File: src/rtl/seq_serializer_feed.sv
// rtl/seq_serializer_feed.sv - word FIFO plus bit shifter driving the sequence stage direction input
module seq_serializer_feed #(
    parameter int   DATA_W   = 8,
    parameter int   DEPTH    = 4,
    parameter logic IDLE_LVL = 1'b0
) (
    input  logic                     clk,
    input  logic                     rst_n,
    input  logic [DATA_W-1:0]        din,
    input  logic                     din_valid,
    output logic                     din_ready,
    input  logic                     msb_first,
    output logic                     ser_out,
    output logic                     ser_valid,
    output logic                     word_done,
    output logic [$clog2(DEPTH):0]   level
);

    localparam int AW = $clog2(DEPTH);
    localparam int IW = $clog2(DATA_W);
    localparam int LW = AW + 1;
    localparam logic [LW-1:0] FULL_LVL = LW'(DEPTH);
    localparam logic [IW-1:0] LAST_IDX = IW'(DATA_W - 1);

    typedef enum logic {IDLE = 1'b0, SHIFT = 1'b1} state_t;

    logic [DATA_W:0]   mem [DEPTH];
    logic [AW-1:0]     wr_ptr, rd_ptr;
    logic [DATA_W-1:0] word_r, word_n;
    logic              msb_r, msb_n;
    logic [IW-1:0]     idx, idx_n, bit_sel;
    state_t            state, state_n;
    logic [DATA_W:0]   head;
    logic              push, pop, empty, last;
    logic              ser_out_n, ser_valid_n, word_done_n;

    assign din_ready = (level != FULL_LVL);
    assign push      = din_valid && din_ready;
    assign empty     = (level == '0);
    assign last      = (idx == LAST_IDX);
    assign head      = mem[rd_ptr];

    // A pop only ever looks at words already stored, never the same-edge push.
    always_comb begin
        pop     = 1'b0;
        state_n = state;
        word_n  = word_r;
        msb_n   = msb_r;
        idx_n   = idx;
        case (state)
            IDLE: begin
                if (!empty) begin
                    pop     = 1'b1;
                    state_n = SHIFT;
                    word_n  = head[DATA_W-1:0];
                    msb_n   = head[DATA_W];
                    idx_n   = '0;
                end
            end
            SHIFT: begin
                if (last) begin
                    if (!empty) begin
                        pop    = 1'b1;
                        word_n = head[DATA_W-1:0];
                        msb_n  = head[DATA_W];
                        idx_n  = '0;
                    end else begin
                        state_n = IDLE;
                        idx_n   = '0;
                    end
                end else begin
                    idx_n = idx + 1'b1;
                end
            end
            default: state_n = IDLE;
        endcase
        bit_sel     = msb_n ? (LAST_IDX - idx_n) : idx_n;
        ser_valid_n = (state_n == SHIFT);
        ser_out_n   = (state_n == SHIFT) ? word_n[bit_sel] : IDLE_LVL;
        word_done_n = (state_n == SHIFT) && (idx_n == LAST_IDX);
    end

    always_ff @(posedge clk or negedge rst_n) begin
        if (!rst_n) begin
            state     <= IDLE;
            word_r    <= '0;
            msb_r     <= 1'b0;
            idx       <= '0;
            ser_out   <= IDLE_LVL;
            ser_valid <= 1'b0;
            word_done <= 1'b0;
        end else begin
            state     <= state_n;
            word_r    <= word_n;
            msb_r     <= msb_n;
            idx       <= idx_n;
            ser_out   <= ser_out_n;
            ser_valid <= ser_valid_n;
            word_done <= word_done_n;
        end
    end

    always_ff @(posedge clk or negedge rst_n) begin
        if (!rst_n) begin
            wr_ptr <= '0;
            rd_ptr <= '0;
            level  <= '0;
        end else begin
            if (push) wr_ptr <= wr_ptr + 1'b1;
            if (pop)  rd_ptr <= rd_ptr + 1'b1;
            if (push && !pop)      level <= level + 1'b1;
            else if (pop && !push) level <= level - 1'b1;
        end
    end

    // Storage needs no reset; entries are only read after being written.
    always_ff @(posedge clk) begin
        if (push) mem[wr_ptr] <= {msb_first, din};
    end

endmodule

File: config.mk
export PLATFORM = sky130hd
export DESIGN_NAME = seq_serializer_feed
export DESIGN_NICKNAME = d
export VERILOG_FILES = /design/src/rtl/seq_serializer_feed.sv
export SDC_FILE = /design/constraint.sdc
export NUM_CORES = 1
export LEC_CHECK = 0
export CORE_MARGIN = 2
export CORE_UTILIZATION = 45
export DETAILED_ROUTE_END_ITERATION = 8
export DONT_BUFFER_PORTS = 1
export REMOVE_ABC_BUFFERS = 1
export SLEW_MARGIN = 25
export SYNTH_ARGS = -nofsm -noshare
export SYNTH_HDL_FRONTEND = slang
export SYNTH_SLANG_ARGS = --single-unit
File: constraint.sdc
create_clock -name clk -period 5.2 [get_ports clk]
set_input_delay 1.04 -clock clk [delete_from_list [all_inputs] [get_ports clk]]
set_output_delay 1.04 -clock clk [all_outputs]
set_load 0.05 [all_outputs]
==> impl_metrics.ini <==
[status]
status = finished, final reports clean

[timing]
finalCritPeriodShare = 0.549
fin_crit_ns = 2.86
final_hold_viol_count = 0
setup_viol = 0
timing.fmax_ghz = 0.350
rsz0062_at_grt = false
worst_slew_pin_slew_ns = 0.667
slew_violations = 0
whs_ns = 0.398
finalClockSkew_ns = 0.00663
slew_headroom = 0.555
fin_setup_tns_ns = 0

[hold_path]
min_path_type = in2async

[routing]
remaining_drc_errors = 0
first_iter_violations = 65
vias = 1245
final_antenna_net_count = 0
vias_per_cell = 5.25
post_drt_wl_per_cell_um = 16.8
wirelength_um = 3970
first_pass_iters = 4

[critical_path]
cp_slowest_cell = dfrtp_1
critPathMaxStageDelay_ns = 0.74
cp_max_fo = 10
worstPathCellList = nor3_1, nor2_2, clkinv_1, ha_1, inv_1, fa_1, mux2_2
rrSetupSlack_ns = 2.34
path_class = reg2reg
reg2reg_depth = 7
r2r-start = level[0]$_DFFE_PN0P_
cp-start-kind = register
crit_required_ns = 5.42
cp_top_family = flip-flops
worst-path-buf-inv = 2
worst_setup_path_end_kind = register
regToRegEndpoint = level[1]$_DFFE_PN0P_
cp.depth = 7
critPathArrivalTime_ns = 3.07

[place]
port_buffers = 0
routabilityCongestion = 0.778
dp_hpwl_um = 2650

[floorplanning]
die_w_um = 77.9
die_y_um = 77.9
die_area_um2 = 6070
core-area_um2 = 5200
num_rows = 26
start_util = 0.473
ios = 19

[logic_synthesis]
ys_top_cells_by_area = edfxtp_1 (44%), dfrtp_1 (22%), mux4_2 (8.2%), ha_1 (3.6%), mux2_2 (2.3%)
yosysMostFrequentCell = edfxtp_1
synth_area_um2 = 2460
async_flop_share = 0.379
synth_top_area_frac = 0.439
synth_ff_type = edfxtp_1
synth_seq_cells = 58
synthCells = 154
yosys.area.top_type = edfxtp_1
synthDistinctLibCells = 36
synth-seq-area-share = 0.663
synth-edff-count = 36
synth.avg_cell_area_um2 = 16.0
yosysWarnings = 0
synthTopCellsByCount = edfxtp_1 (36), dfrtp_1 (22), nand2_1 (15)

[clock_network]
cts_repair_resize_count = 0
cts_tree = yes
clk_latency_ns = 0.33
post_cts_buffers = 0
cts-root-buf = clkbuf_8
h-tree-depth = 3
ctsHoldBuffers = 0
cts_buffers = 9
clock_path_buffers = 2
clock_sinks = 58
path_clk_slew_ns = 0.07

[global_route]
grt_pass1_wl_um = 6760
grt_usage = 0.151
grt_start_max_net_pins = 23
grt_antenna_before_repair = 0
grt_pass1_vias = 1372
grt.overflow.total = 0

[layout]
area_growth_pct = 11.1
nets = 182
insertedDiodeCount = 0
fillers = 441
drive_above_1_share = 0.192

[pwr]
intPower_w = 0.00120
ir_worst_vdd_mv = 0.261
seq_power_share = 0.437
comb_power_share = 0.328
power.switching_fraction = 0.355
clockPowerShare = 0.235
power_density_nw_per_um2 = 681
p_sw_w = 0.000660
power_leakage_nw = 1.03

[flow_run]
cap_violations = 0
cells by family after synthesis:
family,count (synthesis),synth area share
XOR/XNOR,9,0.0351
multiplexers,15,0.109
AND/OR/NAND/NOR,40,0.0905
flip-flops,58,0.663
buffers and inverters,11,0.0209
AO/OA/AOI/OAI,13,0.0371
adder cells (fa/ha/maj),8,0.0437
per-stage QoR:
stage,cell area [um2],utilization,total power [W],setup WS [ns],instances
3_5_place_dp,2530,0.485,0.00144,2.28,221
6_report,2730,0.525,0.00186,2.34,237
3_3_place_gp,2530,0.485,0.00142,2.43,221
5_1_grt,2730,0.525,0.00198,2.09,237
4_1_cts,2730,0.525,0.00188,2.27,237
2_1_floorplan,2440,-,0.00130,2.62,151
registers in the layout, indices dropped and copies added (netlist names):
signal / cells
idx: 3
level: 3
mem: 36
msb_r: 1
rd_ptr: 2
ser_out: 1
state: 1
word_done: 1
word_r: 8
wr_ptr: 2
power groups by stage:
stage               clock, W  sequential, W  combinational (W)
floorplan                  0       0.000794           0.000502
global placement           0       0.000820           0.000597
finish              0.000438       0.000814           0.000610
global route        0.000466       0.000837           0.000680
detailed placement         0       0.000828           0.000611
CTS                 0.000444       0.000819           0.000618
cell type report:
class,instances,area [um2],share of cell area
clock buffer,9,124,0.0453
tap,70,87.6,0.0320
multi-input combinational,85,777,0.284
inverter,8,30.0,0.0110
clock inverter,7,83.8,0.0307
sequential,58,1630,0.597
worst reg2reg max path, stage by stage (launching register included):
cell and delay, ns:
dfrtp_1 0.74, nor3_1 0.21, nor2_2 0.40, clkinv_1 0.34
ha_1 0.29, inv_1 0.07, fa_1 0.41, mux2_2 0.27
metal layers:
layer / part of all wire / GRT usage
met5: 0 / 0
met3: 0.046 / 0.0547
met2: 0.48 / 0.223
met4: 0.019 / 0.0737
met1: 0.46 / 0.199
worst max path at each step:
stage	startpoint	endpoint	slack [ns]
CTS	level[0]$_DFFE_PN0P_	level[1]$_DFFE_PN0P_	2.27
detailed placement	level[0]$_DFFE_PN0P_	level[1]$_DFFE_PN0P_	2.28
global placement	level[0]$_DFFE_PN0P_	level[1]$_DFFE_PN0P_	2.43
floorplan	level[2]$_DFFE_PN0P_	level[1]$_DFFE_PN0P_	2.62
finish	level[0]$_DFFE_PN0P_	level[1]$_DFFE_PN0P_	2.34
global route	level[0]$_DFFE_PN0P_	level[1]$_DFFE_PN0P_	2.09
cell usage in the layout, fill, tap and decap left out, types with 2 or more instances in the layout:
cell,count
edfxtp_1,36
dfrtp_1,22
nand2_1,15
mux4_2,9
clkbuf_8,9
inv_1,7
ha_1,7
xnor2_1,6
mux2_2,5
nand3b_1,5
clkinv_1,4
and3_1,4
o2111ai_1,4
nor2b_1,3
nor2_1,3
a22oi_1,2
a21oi_1,2
o21ai_0,2
xor2_1,2
bufinv_16,2
(Power assumes the default switching activity.)
